**src/rtl/stage_if_queued_pkg.sv**
```systemverilog
// rtl/stage_if_queued_pkg.sv - shared exception codes, reset address and queue entry field widths
package stage_if_queued_pkg;

    localparam int EXC_CODE_WIDTH = 4;
    localparam logic [EXC_CODE_WIDTH-1:0] EC_NONE = 4'h0;
    localparam logic [EXC_CODE_WIDTH-1:0] EC_INT  = 4'hF;

    localparam logic [31:0] SYSTEM_STARTUP_ADDR = 32'h0000_0000;

    localparam int IFQ_INSTR_W = 32;
    localparam int IFQ_PC_W    = 32;

endpackage

```
**src/rtl/stage_if_queued_if.sv**
```systemverilog
// rtl/stage_if_queued_if.sv - pipelined instruction memory request/response bus
interface stage_if_queued_if
    import stage_if_queued_pkg::*;
#(
    parameter int EXC_W = EXC_CODE_WIDTH
);
    logic             mem_req;
    logic [31:0]      mem_addr;
    logic             mem_gnt;
    logic             mem_rvalid;
    logic [31:0]      mem_rdata;
    logic [EXC_W-1:0] mem_exc_code;

    modport master (
        output mem_req, mem_addr,
        input  mem_gnt, mem_rvalid, mem_rdata, mem_exc_code
    );

    modport slave (
        input  mem_req, mem_addr,
        output mem_gnt, mem_rvalid, mem_rdata, mem_exc_code
    );
endinterface

```
**src/rtl/stage_if_queued_if_fifo.sv**
```systemverilog
// rtl/stage_if_queued_if_fifo.sv - generic synchronous FIFO with push/pop/flush and occupancy count
module stage_if_queued_if_fifo #(
    parameter int WIDTH = 8,
    parameter int DEPTH = 4
) (
    input  logic                     clk,
    input  logic                     rst,
    input  logic                     flush,
    input  logic                     push,
    input  logic [WIDTH-1:0]         wdata,
    input  logic                     pop,
    output logic [WIDTH-1:0]         rdata,
    output logic [$clog2(DEPTH):0]   count
);
    localparam int AW = $clog2(DEPTH);
    localparam int CW = AW + 1;

    logic [WIDTH-1:0] mem_q [DEPTH];
    logic [WIDTH-1:0] mem_d [DEPTH];
    logic [AW-1:0]    wr_ptr_q, wr_ptr_d;
    logic [AW-1:0]    rd_ptr_q, rd_ptr_d;
    logic [CW-1:0]    count_q, count_d;

    assign rdata = mem_q[rd_ptr_q];
    assign count = count_q;

    // Pointer and count update; flush wins over push/pop, pointers wrap at the power-of-two depth.
    always_comb begin
        mem_d    = mem_q;
        wr_ptr_d = wr_ptr_q;
        rd_ptr_d = rd_ptr_q;
        count_d  = count_q;
        if (flush) begin
            wr_ptr_d = '0;
            rd_ptr_d = '0;
            count_d  = '0;
        end else begin
            if (push) begin
                mem_d[wr_ptr_q] = wdata;
                wr_ptr_d        = wr_ptr_q + AW'(1);
            end
            if (pop) begin
                rd_ptr_d = rd_ptr_q + AW'(1);
            end
            count_d = count_q + CW'(push) - CW'(pop);
        end
    end

    // Storage needs no reset; only the bookkeeping does.
    always_ff @(posedge clk) begin
        mem_q <= mem_d;
        if (rst) begin
            wr_ptr_q <= '0;
            rd_ptr_q <= '0;
            count_q  <= '0;
        end else begin
            wr_ptr_q <= wr_ptr_d;
            rd_ptr_q <= rd_ptr_d;
            count_q  <= count_d;
        end
    end
endmodule

```
**src/rtl/stage_if_queued.sv**
```systemverilog
// rtl/stage_if_queued.sv - prefetching fetch stage feeding IF->ID; IF_QUEUE_BYPASS_EN enables empty-queue bypass
module stage_if_queued
    import stage_if_queued_pkg::*;
#(
    parameter int          DEPTH    = 4,
    parameter logic [31:0] RESET_PC = SYSTEM_STARTUP_ADDR,
    parameter int          EXC_W    = EXC_CODE_WIDTH
) (
    input  logic                 clk,
    input  logic                 rst,
    input  logic                 stall,
    input  logic                 clear,
    input  logic                 has_int_pending,
    input  logic                 jmp_flag,
    input  logic [31:0]          jmp_dest,
    output logic                 if2id_valid,
    output logic [31:0]          if2id_instr,
    output logic [31:0]          if2id_pc,
    output logic [EXC_W-1:0]     if2id_exc_code,
    stage_if_queued_if.master    mem_bus
);
    localparam int CW = $clog2(DEPTH) + 1;
    localparam int EW = IFQ_INSTR_W + IFQ_PC_W + EXC_W;
    localparam logic [CW:0]      DEPTH_LIM = (CW+1)'(DEPTH);
    localparam logic [EXC_W-1:0] EXC_NONE  = EXC_W'(EC_NONE);
    localparam logic [EXC_W-1:0] EXC_INT   = EXC_W'(EC_INT);

    logic [31:0]      fetch_pc_q, fetch_pc_d;
    logic             halted_q, halted_d;
    logic [CW-1:0]    outstanding_q, outstanding_d;
    logic [CW-1:0]    drop_cnt_q, drop_cnt_d;
    logic             if2id_valid_q, if2id_valid_d;
    logic [31:0]      if2id_instr_q, if2id_instr_d;
    logic [31:0]      if2id_pc_q, if2id_pc_d;
    logic [EXC_W-1:0] if2id_exc_q, if2id_exc_d;

    logic             req, grant, rsp_keep, rsp_exc, pop_ok, bypass, deliver;
    logic             q_push, q_pop, q_empty;
    logic [CW-1:0]    q_count, a_count;
    logic [EW-1:0]    q_head, rsp_entry, src_entry;
    logic [31:0]      a_head;
    logic             unused_a_count;

    // Requests are throttled so every granted word is guaranteed a queue slot.
    assign req = !rst && !halted_q && !jmp_flag
              && (({1'b0, q_count} + {1'b0, outstanding_q}) < DEPTH_LIM);
    assign grant            = req && mem_bus.mem_gnt;
    assign mem_bus.mem_req  = req;
    assign mem_bus.mem_addr = fetch_pc_q;

    // Responses owed to a pre-jump fetch stream are counted off by drop_cnt, never stored.
    assign rsp_keep  = mem_bus.mem_rvalid && !jmp_flag && (drop_cnt_q == '0);
    assign rsp_exc   = mem_bus.mem_exc_code != EXC_NONE;
    assign rsp_entry = {(rsp_exc ? 32'h0 : mem_bus.mem_rdata), a_head, mem_bus.mem_exc_code};
    assign pop_ok    = !stall && !clear && !jmp_flag;
    assign q_empty   = (q_count == '0);

`ifdef IF_QUEUE_BYPASS_EN
    assign bypass = rsp_keep && pop_ok && q_empty;
`else
    assign bypass = 1'b0;
`endif

    assign q_push    = rsp_keep && !bypass;
    assign q_pop     = pop_ok && !q_empty;
    assign deliver   = pop_ok && (!q_empty || bypass);
    assign src_entry = q_empty ? rsp_entry : q_head;

    assign unused_a_count = ^a_count;

    stage_if_queued_if_fifo #(.WIDTH(EW), .DEPTH(DEPTH)) u_entry_fifo (
        .clk   (clk),
        .rst   (rst),
        .flush (jmp_flag),
        .push  (q_push),
        .wdata (rsp_entry),
        .pop   (q_pop),
        .rdata (q_head),
        .count (q_count)
    );

    stage_if_queued_if_fifo #(.WIDTH(32), .DEPTH(DEPTH)) u_addr_fifo (
        .clk   (clk),
        .rst   (rst),
        .flush (jmp_flag),
        .push  (grant),
        .wdata (fetch_pc_q),
        .pop   (rsp_keep),
        .rdata (a_head),
        .count (a_count)
    );

    // Fetch-side bookkeeping and IF->ID next-state selection.
    always_comb begin
        fetch_pc_d    = fetch_pc_q;
        halted_d      = halted_q;
        outstanding_d = outstanding_q + CW'(grant) - CW'(mem_bus.mem_rvalid);
        drop_cnt_d    = drop_cnt_q;
        if2id_valid_d = if2id_valid_q;
        if2id_instr_d = if2id_instr_q;
        if2id_pc_d    = if2id_pc_q;
        if2id_exc_d   = if2id_exc_q;

        if (jmp_flag) begin
            fetch_pc_d = jmp_dest;
            halted_d   = 1'b0;
            drop_cnt_d = outstanding_q - CW'(mem_bus.mem_rvalid);
        end else begin
            if (grant) begin
                fetch_pc_d = fetch_pc_q + 32'd4;
            end
            if (rsp_keep && rsp_exc) begin
                halted_d = 1'b1;
            end
            if (mem_bus.mem_rvalid && (drop_cnt_q != '0)) begin
                drop_cnt_d = drop_cnt_q - CW'(1);
            end
        end

        if (!stall) begin
            if (deliver) begin
                if2id_valid_d = 1'b1;
                if2id_pc_d    = src_entry[EXC_W +: 32];
                if (has_int_pending && (src_entry[EXC_W-1:0] == EXC_NONE)) begin
                    if2id_instr_d = 32'h0;
                    if2id_exc_d   = EXC_INT;
                end else begin
                    if2id_instr_d = src_entry[EW-1 -: 32];
                    if2id_exc_d   = src_entry[EXC_W-1:0];
                end
            end else if (clear || !jmp_flag) begin
                if2id_valid_d = 1'b0;
                if2id_instr_d = 32'h0;
                if2id_exc_d   = EXC_NONE;
            end
        end
    end

    // State registers with synchronous active-high reset.
    always_ff @(posedge clk) begin
        if (rst) begin
            fetch_pc_q    <= RESET_PC;
            halted_q      <= 1'b0;
            outstanding_q <= '0;
            drop_cnt_q    <= '0;
            if2id_valid_q <= 1'b0;
            if2id_instr_q <= 32'h0;
            if2id_pc_q    <= 32'h0;
            if2id_exc_q   <= EXC_NONE;
        end else begin
            fetch_pc_q    <= fetch_pc_d;
            halted_q      <= halted_d;
            outstanding_q <= outstanding_d;
            drop_cnt_q    <= drop_cnt_d;
            if2id_valid_q <= if2id_valid_d;
            if2id_instr_q <= if2id_instr_d;
            if2id_pc_q    <= if2id_pc_d;
            if2id_exc_q   <= if2id_exc_d;
        end
    end

    assign if2id_valid    = if2id_valid_q;
    assign if2id_instr    = if2id_instr_q;
    assign if2id_pc       = if2id_pc_q;
    assign if2id_exc_code = if2id_exc_q;
endmodule

```
**src/flat_wrapper.sv**
```systemverilog
// flat-port wrapper written by rule: the top's interface ports become plain ports
module stage_if_queued_flat import stage_if_queued_pkg::*;
#(
    parameter int          DEPTH    = 4,
    parameter logic [31:0] RESET_PC = SYSTEM_STARTUP_ADDR,
    parameter int          EXC_W    = EXC_CODE_WIDTH
)
  (clk, rst, stall, clear, has_int_pending, jmp_flag, jmp_dest, if2id_valid, if2id_instr, if2id_pc, if2id_exc_code, mem_bus_mem_req, mem_bus_mem_addr, mem_bus_mem_gnt, mem_bus_mem_rvalid, mem_bus_mem_rdata, mem_bus_mem_exc_code);
  stage_if_queued_if #(.EXC_W(EXC_W)) mem_bus_i ();
  input  logic clk;
  input  logic rst;
  input  logic stall;
  input  logic clear;
  input  logic has_int_pending;
  input  logic jmp_flag;
  input  logic [31:0] jmp_dest;
  output logic if2id_valid;
  output logic [31:0] if2id_instr;
  output logic [31:0] if2id_pc;
  output logic [EXC_W-1:0] if2id_exc_code;
  output wire logic [$bits(mem_bus_i.mem_req)-1:0] mem_bus_mem_req;
  output wire logic [$bits(mem_bus_i.mem_addr)-1:0] mem_bus_mem_addr;
  input wire logic [$bits(mem_bus_i.mem_gnt)-1:0] mem_bus_mem_gnt;
  input wire logic [$bits(mem_bus_i.mem_rvalid)-1:0] mem_bus_mem_rvalid;
  input wire logic [$bits(mem_bus_i.mem_rdata)-1:0] mem_bus_mem_rdata;
  input wire logic [$bits(mem_bus_i.mem_exc_code)-1:0] mem_bus_mem_exc_code;
  assign mem_bus_mem_req = mem_bus_i.mem_req;
  assign mem_bus_mem_addr = mem_bus_i.mem_addr;
  assign mem_bus_i.mem_gnt = mem_bus_mem_gnt;
  assign mem_bus_i.mem_rvalid = mem_bus_mem_rvalid;
  assign mem_bus_i.mem_rdata = mem_bus_mem_rdata;
  assign mem_bus_i.mem_exc_code = mem_bus_mem_exc_code;
  stage_if_queued #(.DEPTH(DEPTH), .RESET_PC(RESET_PC), .EXC_W(EXC_W)) u_core (.clk(clk), .rst(rst), .stall(stall), .clear(clear), .has_int_pending(has_int_pending), .jmp_flag(jmp_flag), .jmp_dest(jmp_dest), .if2id_valid(if2id_valid), .if2id_instr(if2id_instr), .if2id_pc(if2id_pc), .if2id_exc_code(if2id_exc_code), .mem_bus(mem_bus_i));
endmodule
```
**config.mk**
```make
export PLATFORM = sky130hd
export DESIGN_NAME = stage_if_queued_flat
export DESIGN_NICKNAME = d
export VERILOG_FILES = /design/src/rtl/stage_if_queued_pkg.sv /design/src/rtl/stage_if_queued_if.sv /design/src/rtl/stage_if_queued_if_fifo.sv /design/src/rtl/stage_if_queued.sv /design/src/flat_wrapper.sv
export SDC_FILE = /design/constraint.sdc
export NUM_CORES = 1
export LEC_CHECK = 0
export ABC_AREA = 1
export BUFFER_PORTS_ARGS = -buffer_cell sky130_fd_sc_hd__clkbuf_2
export CAP_MARGIN = 25
export CORE_MARGIN = 1
export CORE_UTILIZATION = 31
export DETAILED_ROUTE_END_ITERATION = 8
export PLACE_DENSITY_LB_ADDON = 0.1
export SETUP_SLACK_MARGIN = 0.4
export SYNTH_ARGS = -nofsm -noshare
export SYNTH_HDL_FRONTEND = slang
export SYNTH_HIERARCHICAL = 1
export SYNTH_SLANG_ARGS = --single-unit
```
**constraint.sdc**
```tcl
create_clock -name clk -period 6.29 [get_ports clk]
set_input_delay 0.3145 -clock clk [delete_from_list [all_inputs] [get_ports clk]]
set_output_delay 0.3145 -clock clk [all_outputs]
set_load 0.005 [all_outputs]
```
* Word level (Yosys, flattened, before mapping)
Index checks and enable logic that the tools add are counted.
** Storage, ports and cells
- ROM bits :: 0
- Register bits :: 519
- Memories :: 0
- RAM bits :: 0
- Input bits :: 76
- Logic and storage cells :: 106
- Output and inout port bits :: 102
- Latch bits :: 0
** Operators by class
- Div/mod/pow operators :: 0
- Reductions and logical operators :: 34
- $lt $le $gt $ge :: 7
- Multipliers :: 0
- Bitwise operators :: 6
- Muxes and demuxes :: 26
- Eq/ne operators :: 0
- Add/subtract/negate cells :: 12
- Shift operators :: 0
** Operators by type and width (number)
- 2-to-1 mux 32 bit :: 9
- bitwise mux 272 bit :: 1
- 2-to-1 mux 68 bit :: 4
- binary-select mux 68 bit (select 2 bit) :: 1
- demux 68 bit (select 2 bit) :: 1
- bitwise mux 128 bit :: 1
- binary-select mux 32 bit (select 2 bit) :: 1
- demux 32 bit (select 2 bit) :: 1
- adder 32 x 3 -> 32 bit (second input constant) :: 1
- logical AND 1 bit :: 14
- greater-or-equal comparator 3 bit (second input constant) :: 4
- 2-to-1 mux 4 bit :: 3
- NOT 2 -> 3 bit :: 4
- subtractor 3 x 1 -> 3 bit :: 3
- adder 2 x 1 -> 2 bit (second input constant) :: 4
- AND reduction 2 bit :: 4
- adder 3 x 1 -> 3 bit :: 2
- logical NOT 1 bit :: 6
- logical NOT 3 bit :: 2
- less-than comparator 3 x 1 -> 1 bit (second input constant) :: 2
- 2-to-1 mux 3 bit :: 2
- nonzero test 2 bit :: 3
- adder 3 x 3 -> 4 bit :: 1
- logical NOT 4 bit :: 1
- 8 further kinds :: 10

* Logic depth before layout (Yosys ltp)
- Depth after elaboration :: 9
- Gate-level depth with buffers :: 16
- Depth with buffers taken out :: 14

* Hierarchy
Netlist, hierarchy kept.
** Modules (own cells, without submodules)
- stage_if_queued_if_fifo (u_core.u_entry_fifo) :: area an instance 11069.4 um^2, times used 1, cells each 846, seq. area each 8308.0 um^2
- stage_if_queued :: area an instance 5975.7 um^2, times used 1, cells each 858, seq. area each 2162.1 um^2
- stage_if_queued_if_fifo (u_core.u_addr_fifo) :: area an instance 5248.8 um^2, times used 1, cells each 399, seq. area each 3983.8 um^2

* Worst setup path before layout
OpenSTA, ideal clock, no wires.
- Path kind :: input port to flip-flop
- Start point :: input port jmp_flag
- End point :: register u_core/u_entry_fifo/mem_q[0] (netlist name) (enable)
- Arrival :: 4.197 ns
- Slack :: 1.599 ns
- Required time :: 5.796 ns
- Cell stages on the path :: 7
- Library setup time :: 0.494 ns
- Buffers on the path :: 1
- Cells stage by stage :: buf_6 > inv_2 > nand2_1 > nor2_1 > inv_1 > or2_2 > nor2_1
** Between the ends
- Word-level cells in the longest chain between the ends :: 4
- Elaborated cells between the ends (all ways) :: 5
- Those cells by class :: bitwise (1); reduce/logical (4)
** RTL lines
- from (decl) :: line flat_wrapper.sv:15 : input logic jmp_flag;
- logical NOT 1 bit :: line stage_if_queued.sv:52 : assign rsp_keep = mem_bus.mem_rvalid && !jmp_flag && (drop_cnt_q == '0);
- logical AND 1 bit (2 in a row) :: line stage_if_queued.sv:52
- via u_core.q_push :: line stage_if_queued.sv:38 : logic q_push, q_pop, q_empty;
- AND reduction 2 bit (no line)
- to (signal assigned) :: line stage_if_queued_if_fifo.sv:51 : mem_q <= mem_d;
- to (decl) :: line stage_if_queued_if_fifo.sv:18 : logic [WIDTH-1:0] mem_q [DEPTH];
The timed path passes the listed nets, and every way through them passes these cells.
A chain may end at the register's enable or synchronous reset.

* Final worst setup path
- Start point :: input port jmp_flag
- End point :: register u_core/u_entry_fifo/mem_q[235] (netlist name) (enable)
Same word-level chain as after synthesis.

==> results by group <==
Floorplanning
  – # IOs: 178
  – Core Rows: just under 100
  – Die width: 269 um
  – Die area: around 0.072 mm^2
  – Starting Density: 31.5%
  – Core area: 0.0703 mm^2
  – Die height: 269 um

Clock network
  – Clk_lat worst skew: between 0.6 and 0.7 ns
  – Clk buf depth: 3
  – H-tree levels: 2
  – CTS tree: built
  – Post_cts resized: 0
  – Clk pin slew, worst setup/hold paths: 0.06 ns
  – CTS Buf Count: 61
  – Root Buffer: clkbuf_16
  – CTS sink cnt: 519

Cells and area
  – Layout area overhead: 18.1%
  – Final nets: 2363
  – Layout cells sized above 1: approximately 18%
  – Most common cell after layout, fill and taps aside: edfxtp_1
  – Ant. Diodes: 0
  – Commonest non-fill, non-tap cells in the layout: edfxtp_1 (400), nand2_1 (355), nor2_1 (264)
  – Fill count: roughly 7000

Drt
  – Final ANT Viol Nets: 0
  – Wire per inst: 16.8 um
  – DR vias/cell: 4.50
  – DRC: 0
  – Drt pass-1 iters: 6
  – Final WL: 54.6 mm
  – Via Count: 14662
  – Initial DRC Count: 846

Placement
  – Gp weighted congestion: between 0.7 and 0.8
  – PortBufs: 177
  – Hpwl dp: 33.7 mm
  – Place WS: around 2.6 ns

Critical path
  – Max stage delay on crit path: just under 0.6 ns
  – Worst EP arrival: 3.25 ns
  – Startpoint types: input port
  – CP Capture Type: flip-flop
  – Worst Reg-to-Reg Cells: 8
  – Crit Reg-Reg Startpoint: u_core/drop_cnt_q[0]$_SDFFE_PP0P_
  – Crit path max-delay cell type: buf_4
  – Critical Path, Cell by Cell: clkbuf_2 -> buf_4 -> inv_2 -> nand2_1 -> nor2_1 -> inv_1 -> or2_2 -> nor2_4 -> buf_4
  – R2R setup slack: 3.35 ns
  – Buf/Inv on CP: 5
  – Most used cell, CP: buf_4
  – CP delay by family, top: buffers and inverters
  – Reg2reg end: u_core/u_entry_fifo/mem_q[235]$_DFFE_PP_
  – CP Max Fanout: 38
  – WP data required: 6.53 ns
  – Crit Path Class: in -> reg

Timing
  – Slew HR: a little over a third
  – PnR worst setup slack: between 3 and 4 ns
  – Final period utilization: around 48%
  – RSZ-0062 raised after global routing: no
  – Worst Tran Pin Value: 0.971 ns
  – Max Freq: 332 MHz
  – Setup TNS: 0 ns
  – Final-report setup violation count: 0
  – Fin crit period: 3.01 ns
  – Final Max Slew Viols: 0
  – Final Hold Viols: 0
  – Clock skew: 0.0301 ns

Job
  – Max-cap violations: 0

Synth
  – Syn_nets: 2178
  – Avg Synthesized Cell Area: 10.6 um^2
  – Post-Syn Area: 0.0221 mm^2
  – Mapped Cells: 2081
  – Synthesis Warnings: 6

Pwr
  – Pleak: roughly 9.9 nW
  – Pwr/cell area: 296 mW/mm^2
  – Worst VDD drop: 185 uV

Run status
  – Status: finished clean

Worst hold path
  – Hold EP: u_core/u_entry_fifo/mem_q[118]$_DFFE_PP_
  – Worst hold path type: in -> reg
  – Hold-critical path depth: 3
  – Hold_sp: mem_bus_mem_rdata[14]

Global routing
  – Global route overflow: 0
  – Tot GR Track Use: 15.0%
  – Global-route wire length before repair: ~85 mm
  – Initial antenna violation count: 1
  – Pin count of the biggest net entering global routing: 98
  – Number of global-route vias before repair: between 10000 and 15000
[tightest hold or removal path: stages]
cell	delay, ns
clkbuf_2	0.08
inv_1	0.04
nor2_1	0.07
[worst max-delay path by stage]
stage | slack (ns) | startpoint | endpoint | cells after the start
4_1_cts | 3.29 | jmp_flag | u_core/u_entry_fifo/mem_q[234]$_DFFE_PP_ | 9
6_report | 3.28 | jmp_flag | u_core/u_entry_fifo/mem_q[235]$_DFFE_PP_ | 9
3_5_place_dp | 2.62 | jmp_flag | u_core/u_entry_fifo/mem_q[237]$_DFFE_PP_ | 9
5_1_grt | 3.01 | jmp_flag | u_core/u_entry_fifo/mem_q[235]$_DFFE_PP_ | 9
2_1_floorplan | 1.65 | jmp_flag | u_core/u_entry_fifo/mem_q[0]$_DFFE_PP_ | 7
3_3_place_gp | 2.66 | jmp_flag | u_core/u_entry_fifo/mem_q[165]$_DFFE_PP_ | 9
[registers in the layout (all words and copies together) (netlist names), 3 cells and up]
name / count
u_core/u_addr_fifo/mem_q: 128
u_core/u_entry_fifo/count: 3
u_core/mem_bus.mem_addr: 32
u_core/if2id_instr: 32
u_core/if2id_exc_code: 4
u_core/if2id_pc: 32
u_core/drop_cnt_q: 3
u_core/outstanding_q: 3
u_core/u_entry_fifo/mem_q: 272
[per-stage QoR]
stage / instances / power (W) / utilization (%) / hold slack, ns / cell area (um^2)
after floorplan: 2081 / 0.00405 / - / 0.413 / 22100
after global placement: 3113 / 0.00419 / 33.7 / 0.460 / 23700
after detailed placement: 3115 / 0.00420 / 33.8 / 0.459 / 23700
after CTS: 3257 / 0.00786 / 37.1 / 0.000842 / 26100
after global routing: 3259 / 0.00803 / 37.2 / 0.0363 / 26100
final: 3259 / 0.00772 / 37.2 / 0.0432 / 26100
[layer usage]
layer,global-route usage (%),vias to the layer above,wire length (um)
met5,0,-,11
met4,3.76,2,942
met3,2.45,64,2140
met2,24.9,263,25900
met1,20.2,6956,25600
li1,-,7377,-
[repair_timing]
item	CTS	global route
hold buffers	26	0
hold endpoints to repair	38	0
buffers inserted	0	0
[area by class of cell]
type,instances,area (um^2),area share (%)
multi-input combinational,1203,6090,23.3
tap,940,1180,4.50
clock buffer,74,1600,6.11
sequential,519,14400,55.1
clock inverter,42,480,1.84
timing repair buffer,228,1420,5.42
inverter,253,966,3.70
[power by group]
part	internal, W	leakage (nW)	switching, W
sequential	0.00374	4.68	0.0000571
clock	0.00218	1.02	0.00142
combinational	0.000115	4.15	0.000218
Note: power is estimated with default switching activity, not from simulation.
